[src/rtl/rr_mux_arbiter_pkg.sv]
// Shared constants and helpers for the round-robin / fixed-select multiplexing arbiter.
// Holds the default channel geometry and the index-width calculation.
package rr_mux_arbiter_pkg;

    localparam int DEFAULT_DATA_WIDTH = 16;
    localparam int DEFAULT_NUM_IN     = 4;

    typedef enum logic {
        MODE_RR    = 1'b0,
        MODE_FIXED = 1'b1
    } mode_e;

    // Width of a channel index; a 2-channel arbiter still needs one bit.
    function automatic int sel_width_for(input int n);
        return (n <= 2) ? 1 : $clog2(n);
    endfunction

endpackage

[src/rtl/rr_mux_arbiter_rr_pick.sv]
// Rotating-priority search: picks the first asserted request strictly after
// last_grant, wrapping from NUM_IN-1 back to 0.
module rr_pick
    import rr_mux_arbiter_pkg::*;
#(
    parameter int NUM_IN    = DEFAULT_NUM_IN,
    parameter int SEL_WIDTH = sel_width_for(NUM_IN)
) (
    input  logic [NUM_IN-1:0]    req,
    input  logic [SEL_WIDTH-1:0] last_grant,
    output logic                 grant_valid,
    output logic [SEL_WIDTH-1:0] grant_idx
);

    // Scan from the farthest offset down so the nearest hit is the final assignment.
    always_comb begin
        grant_valid = 1'b0;
        grant_idx   = '0;
        for (int k = NUM_IN; k >= 1; k--) begin
            logic [SEL_WIDTH-1:0] cand;
            cand = SEL_WIDTH'((int'(last_grant) + k) % NUM_IN);
            if (req[cand]) begin
                grant_valid = 1'b1;
                grant_idx   = cand;
            end
        end
    end

endmodule

[src/rtl/rr_mux_arbiter.sv]
// Multiplexing arbiter: selects one of NUM_IN valid/ready channels (round-robin or
// fixed index) into a single registered output word with one-cycle latency.
module rr_mux_arbiter
    import rr_mux_arbiter_pkg::*;
#(
    parameter int DATA_WIDTH = DEFAULT_DATA_WIDTH,
    parameter int NUM_IN     = DEFAULT_NUM_IN,
    parameter int SEL_WIDTH  = sel_width_for(NUM_IN)
) (
    input  logic                         clk,
    input  logic                         reset,
    input  logic [NUM_IN*DATA_WIDTH-1:0] in_data,
    input  logic [NUM_IN-1:0]            in_valid,
    output logic [NUM_IN-1:0]            in_ready,
    input  logic                         mode,
    input  logic [SEL_WIDTH-1:0]         sel,
    output logic [DATA_WIDTH-1:0]        out_data,
    output logic [SEL_WIDTH-1:0]         out_sel,
    output logic                         out_valid,
    input  logic                         out_ready
);

    logic                  load_en;
    logic                  fixed_mode;
    logic                  rr_valid;
    logic [SEL_WIDTH-1:0]  rr_idx;
    logic                  fixed_valid;
    logic                  grant_valid;
    logic [SEL_WIDTH-1:0]  grant_idx;
    logic [DATA_WIDTH-1:0] grant_data;
    logic                  take;
    logic [SEL_WIDTH-1:0]  last_grant;

    assign load_en    = !out_valid || out_ready;
    assign fixed_mode = (mode == MODE_FIXED);

    rr_pick #(
        .NUM_IN    (NUM_IN),
        .SEL_WIDTH (SEL_WIDTH)
    ) u_rr_pick (
        .req         (in_valid),
        .last_grant  (last_grant),
        .grant_valid (rr_valid),
        .grant_idx   (rr_idx)
    );

    // sel may name a channel that does not exist when NUM_IN is not a power of two.
    assign fixed_valid = (int'(sel) < NUM_IN) && in_valid[sel];

    assign grant_valid = fixed_mode ? fixed_valid : rr_valid;
    assign grant_idx   = fixed_mode ? sel         : rr_idx;
    assign take        = load_en && grant_valid && !reset;

    always_comb begin
        grant_data = '0;
        for (int i = 0; i < NUM_IN; i++) begin
            if (grant_idx == SEL_WIDTH'(i)) begin
                grant_data = in_data[i*DATA_WIDTH +: DATA_WIDTH];
            end
        end
    end

    always_comb begin
        in_ready = '0;
        if (take) begin
            in_ready[grant_idx] = 1'b1;
        end
    end

    // Output register stage: loads on a transfer, empties on a free slot with no grant.
    always_ff @(posedge clk) begin
        if (reset) begin
            out_valid  <= 1'b0;
            out_data   <= '0;
            out_sel    <= '0;
            last_grant <= SEL_WIDTH'(NUM_IN - 1);
        end else if (load_en) begin
            if (grant_valid) begin
                out_valid <= 1'b1;
                out_data  <= grant_data;
                out_sel   <= grant_idx;
                if (!fixed_mode) begin
                    last_grant <= grant_idx;
                end
            end else begin
                out_valid <= 1'b0;
            end
        end
    end

endmodule

[config.mk]
export PLATFORM = sky130hd
export DESIGN_NAME = rr_mux_arbiter
export DESIGN_NICKNAME = d
export VERILOG_FILES = /design/src/rtl/rr_mux_arbiter_pkg.sv /design/src/rtl/rr_mux_arbiter_rr_pick.sv /design/src/rtl/rr_mux_arbiter.sv
export SDC_FILE = /design/constraint.sdc
export NUM_CORES = 1
export LEC_CHECK = 0
export CORE_MARGIN = 2
export CORE_UTILIZATION = 36
export DETAILED_ROUTE_END_ITERATION = 7
export PLACE_DENSITY = 0.74
export SETUP_SLACK_MARGIN = 0.1
export SKIP_CTS_REPAIR_TIMING = 1
export SLEW_MARGIN = 0
export SYNTH_ARGS = -nofsm -noshare
export SYNTH_HDL_FRONTEND = slang
export SYNTH_SLANG_ARGS = --single-unit
[constraint.sdc]
create_clock -name clk -period 1.8 [get_ports clk]
set_input_delay 0.36 -clock clk [delete_from_list [all_inputs] [get_ports clk]]
set_output_delay 0.36 -clock clk [all_outputs]
set_load 0.05 [all_outputs]
== Yosys cells after proc, flatten, opt, wreduce, memory -nomap -nowiden ==
Cells that the tools add are included.

* Word-level logic and storage cells: 56
* Register bits: 21

* Order comparisons: 7
* Reductions and logical operators: 9
* Equal/unequal tests: 3
* Bitwise logic cells: 1
* Add/subtract/negate cells: 4
* Multiplexer cells: 28

{| class="wikitable"
|+ Operators with widths
! kind !! number
|-
| $mux W16 || 4
|-
| $lt A2 B3 Y1 const B || 6
|-
| $mux W1 || 12
|-
| $bmux W1 S2 || 5
|-
| $mux W2 || 5
|-
| $add A2 B1 Y2 const B || 2
|-
| $add A2 B2 Y2 const B || 2
|-
| $eq A2 B2 Y1 const B || 2
|-
| $mux W4 || 1
|-
| $logic_and A1 B1 Y1 || 3
|-
| $reduce_and A3 Y1 || 1
|-
| $demux W1 S2 || 1
|-
| $eq A2 B1 Y1 const B || 1
|-
| $ge A2 B1 Y1 const B || 1
|-
| $logic_not A1 Y1 || 2
|-
| $logic_not A2 Y1 || 1
|-
| $reduce_and A2 Y1 || 1
|-
| $logic_or A1 B1 Y1 || 1
|-
| $not A1 Y1 || 1
|}

== Depth between registers and ports, before layout ==
* Depth in word-level cells: 13
* Mapped depth: 8
* Mapped depth without buffers: 5

== By module ==
Synthesis repeated with hierarchy kept, for this count alone.

* Cells, all modules: 100
* Area, all modules: 1257.5 um2

{| class="wikitable"
|+ Modules (own cells, without submodules)
! module !! area each (um2) !! instances !! cells an instance
|-
| rr_mux_arbiter || 1166.1 || 1 || 86
|-
| rr_pick || 91.3 || 1 || 14
|}

== Worst setup path before layout ==
Ideal clock, no wire load.

* Kind: input -> output
* From: input port in_valid[3]
* To: output port in_ready[0]
* Path buffers: 2
* Arrival time: 2.425 ns
* Path slack: -0.985 ns
* Data required time: 1.440 ns
* Stages on the path: 6
* Path through: buf_2 mux4_2 mux2i_4 or3_4 buf_4 nor3_1

* Cells in the longest elaborated chain, start to end: 12

{| class="wikitable"
|+ RTL lines
! what !! line !! RTL
|-
| from (decl) || rr_mux_arbiter.sv:13 || <nowiki>input logic [NUM_IN-1:0] in_valid,</nowiki>
|-
| $bmux W1 S2 || rr_mux_arbiter_rr_pick.sv:22 || <nowiki>if (req[cand]) begin</nowiki>
|-
| $mux W1 (implied by the code) || rr_mux_arbiter_rr_pick.sv:22 ||
|-
| $mux W2 (4 in a row) || rr_mux_arbiter_rr_pick.sv:22 ||
|-
| $mux W2 || rr_mux_arbiter.sv:51 || <nowiki>assign grant_idx = fixed_mode ? sel : rr_idx;</nowiki>
|-
| $lt A2 B3 Y1 (implied by the code) or $ge A2 B1 Y1 (tied branches) || rr_mux_arbiter.sv:66 || <nowiki>in_ready[grant_idx] = 1'b1;</nowiki>
|-
| $logic_and A1 B1 Y1 (implied by the code) || rr_mux_arbiter.sv:66 ||
|-
| $mux W1 (implied by the code) || rr_mux_arbiter.sv:66 ||
|-
| $demux W1 S2 || rr_mux_arbiter.sv:66 ||
|-
| $mux W4 (*) || rr_mux_arbiter.sv:65 || <nowiki>if (take) begin</nowiki>
|-
| to (decl) || rr_mux_arbiter.sv:14 || <nowiki>output logic [NUM_IN-1:0] in_ready,</nowiki>
|}

Every way passes the cells marked *; elsewhere a longest branch is shown, timed or not. The select of a mux whose other input is x is not followed.

== Worst setup path in the final report ==
* From: input port sel[1]
* To: output port in_ready[3]

* Cells in the longest elaborated chain, start to end: 6

{| class="wikitable"
|+ RTL lines
! what !! line !! RTL
|-
| from (decl) || rr_mux_arbiter.sv:16 || <nowiki>input logic [SEL_WIDTH-1:0] sel,</nowiki>
|-
| $mux W2 or $bmux W1 S2 (tied branches) || rr_mux_arbiter.sv:51, rr_mux_arbiter.sv:48 ||
|-
| $lt A2 B3 Y1 (implied by the code) (tied with other cells) || rr_mux_arbiter.sv:66 ||
|-
| $logic_and A1 B1 Y1 (implied by the code) or $mux W1 (tied branches) || rr_mux_arbiter.sv:66, rr_mux_arbiter.sv:50 ||
|-
| $mux W1 (implied by the code) or $logic_and A1 B1 Y1 (tied branches) || rr_mux_arbiter.sv:66, rr_mux_arbiter.sv:52 ||
|-
| $demux W1 S2 or $logic_and A1 B1 Y1 (tied branches) || rr_mux_arbiter.sv:66, rr_mux_arbiter.sv:52 ||
|-
| $mux W4 (*) || rr_mux_arbiter.sv:65 ||
|}

Marks and branches as above.

==> results by group <==
Status
  • Run status: finished, violations left
  • Failing checks: setup timing

Layout
  • Fillers: 429
  • Layout cells sized above 1: 0.434
  • Layout Nets: 386
  • Core Util, Final: 0.653
  • Area delta synth->final: 77.7%
  • Ant. Diodes: 0

Synth
  • Top cells by area, synth: dfxtp_1 23%, a221oi_2 16%, and2_1 11%
  • Yosys warnings: 0
  • Cell taking the most area after synthesis: dfxtp_1
  • Gate Count Post-Synth: 191
  • Synth unique cells: 44
  • Top cell type's share of synthesized area: 0.228
  • Ys async rst share: 0
  • Synthesized flop and latch total: 21
  • Synth Area per Inst: 9.64 µm²
  • Sequential-to-total area share from yosys stat: 0.228
  • Post-synthesis cell area: 0.00184 mm²
  • Prevailing post-synth register cell: dfxtp_1
  • Post-synth EDFFs: 0
  • Syn_nets: 265

Route
  • Residual DRC count: 0
  • 1st-pass router iterations: 4
  • Vias: 1967
  • Via density: 5.16
  • WL/cell: 15.6 µm
  • Detailed Route Iter0 Violations: 81
  • Final ANT Viol Nets: 0
  • Detailed Route WL: 5940 µm

Clock tree
  • Reg clk slew, reported paths: 0.08 ns
  • Clk sink count: 21
  • Worst-skew pair later-pin latency: 0.26 ns
  • Clock root cell: clkbuf_8
  • CTS tree: built
  • CTS HTree Levels: 1
  • Cts bufs inserted: 3
  • Maximum clock path buffer count: 2

Floorplanning
  • Row count: 26
  • Chip height: 75.5 µm
  • Core Region: 0.00501 mm²
  • Ports: 97
  • Die Wd: 75.5 µm
  • Initial Util: 0.368
  • Die Area: 0.00570 mm²

Setup path
  • CP bufs+invs: 2
  • Delay-heaviest family, CP: simple AND/OR/NAND/NOR gates
  • CP Class: primary input to output port
  • Crit path depth: 6
  • Worst Reg-to-Reg Cells: 6
  • CP max stage cell: or3_4
  • Crit path launch: sel[1]
  • Critical Path Start Type: primary input
  • WP data arrival: 1.75 ns
  • Setup slack, reg-to-reg: 0.03 ns
  • End of the critical path: in_ready[3]
  • CP max FO: 5
  • RR Startpoint: last_grant[1]
  • Critical path cell sequence: buf_8, mux4_2, mux2i_4, or3_4, nor3b_4, buf_12
  • Slowest stage delay, CP: 0.46 ns
  • Worst EP required: 1.44 ns
  • Critical Path Sink Type: output port
  • R2r endpoint: out_data[15]

Power
  • Lkg Pwr: 1.30 nW
  • Flop pwr share: 0.283
  • Switching share of power: 0.393
  • Internal power: 1.21 mW
  • NetSw: 0.784 mW
  • PwrDens: 609 mW/mm²
  • Clock power frac: 0.156
  • Logic pwr share: 0.560
  • Worst vdd ir: 0.326 mV

Timing
  • Relative slew margins: 0.767
  • Fin. max-slew vios: 0
  • Final worst path period need: 2.11 ns
  • Setup TNS: -1.04 ns
  • Final setup violation count: 4
  • Clock Skews: 0.00171 ns
  • Fin. Hold Viols: 0
  • Fin crit share: 1.17
  • Fmax: 475 MHz
  • Worst slew pin tran: 0.349 ns
  • RSZ-0062 raised after global routing: true
  • Final WS setup: -0.305 ns

Global routing
  • Overflow after GRT: 0
  • Antenna violations before repair: 0
  • Vias in the first global route: 1836
  • Gr usage total: 0.198
  • Global-route wire length before repair: 8780 µm
  • Largest net degree at the start of global routing: 21

Hold path
  • Hold Crit Class: primary input to flop
  • Hold wc startpoint: out_ready

Placement
  • Final Wtd Congestion: 0.795
  • DP HPWL: 4450 µm
  • Port Buffer Count: 96

Run
  • Max Cap Viol: 0
## layout by cell type, fill, tap and decap left out, types with 2 or more instances in the layout
cell type and count:
a21oi_1 3, nor3_4 2, nor2b_1 2, buf_6 8, clkbuf_2 4, clkdlybuf4s50_1 65
a221oi_2 26, o31ai_2 7, nor3b_4 2, dfxtp_2 2, o22ai_1 2, o21ai_0 2
and2_1 32, nand2_1 9, nand2b_1 3, a221oi_4 3, a21o_1 2, and2b_1 3
buf_12 6, nor2_1 4, a221oi_1 4, clkbuf_8 3, buf_4 48, nand2_2 10
dfxtp_1 19, dlymetal6s2s_1 3, o31ai_1 9
## area by class of cell
cell class	instances	area, µm²	share of cell area
multi-input combinational	149	1420	0.433
sequential	21	423	0.129
timing repair buffer	135	1290	0.395
clock buffer	4	45.0	0.0138
tap	70	87.6	0.0268
inverter	2	7.51	0.00229
## cells by family (layout without fill, tap and decap cells)
kind of cell / Yosys count / count (layout) / share of synthesized area
AO/OA/AOI/OAI: 72 / 72 / 0.410
buffers and inverters: 21 / 141 / 0.0965
flip-flops: 21 / 21 / 0.228
multiplexers: 2 / 2 / 0.0245
AND/OR/NAND/NOR: 75 / 75 / 0.240
## worst min-delay path, stage by stage
cell and delay, ns:
dlymetal6s2s_1 0.10, nand2b_1 0.15, a21oi_1 0.07
## metal layers
metal	wire length, µm	track usage	share of wire	vias up
li1	-	-	-	991
met1	2770	0.280	0.47	912
met2	2760	0.322	0.46	62
met3	382	0.0238	0.064	2
met4	31	0.0468	0.0052	0
met5	0	0	0	-
## state kept, by name, indices dropped and copies added (netlist names)
register / cells
out_valid: 1
out_sel: 2
last_grant: 2
out_data: 16
## cell usage after synthesis (2+ instances only)
library cell and count:
nand2b_1 4, nor2_1 4, clkbuf_1 3, a221oi_2 20, nor2b_1 2, o21ai_0 3
buf_6 7, nand2_1 19, buf_8 3, buf_4 2, o22ai_1 2, and2b_1 3
nor3b_2 2, dfxtp_1 21, a21oi_1 4, and2_1 32, o31ai_2 7, o21a_1 2
a221oi_1 13, o31ai_1 9, buf_2 4, a21o_1 2, nor3_1 2
## how the worst min path moves through the flow
stage               cells after the start           end  slack [ns]
CTS                                     2   out_data[8]        0.46
global route                            3     out_valid        0.49
detailed placement                      2   out_data[8]        0.44
floorplan                               1    out_sel[0]        0.43
global placement                        2  out_data[15]        0.44
finish                                  3     out_valid        0.46
## power groups by stage
stage               Combinational [mW]  Clock, mW  Sequential, mW
finish                            1.12      0.312           0.565
global route                      1.19      0.332           0.572
CTS                               1.05      0.319           0.564
detailed placement                1.05          0           0.575
global placement                  1.04          0           0.573
floorplan                        0.467          0           0.760
## metrics by stage
step / hold WS [ns] / cell area, µm² / cells / setup slack (ns) / power, mW
detailed placement: 0.444 / 3080 / 375 / -0.689 / 1.62
floorplan: 0.429 / 1920 / 191 / -0.350 / 1.23
global route: 0.494 / 3270 / 381 / -0.360 / 2.09
CTS: 0.465 / 3120 / 379 / -0.690 / 1.94
finish: 0.457 / 3270 / 381 / -0.305 / 1.99
global placement: 0.437 / 3080 / 375 / -0.692 / 1.62
Power figures use the tool's default switching activity.
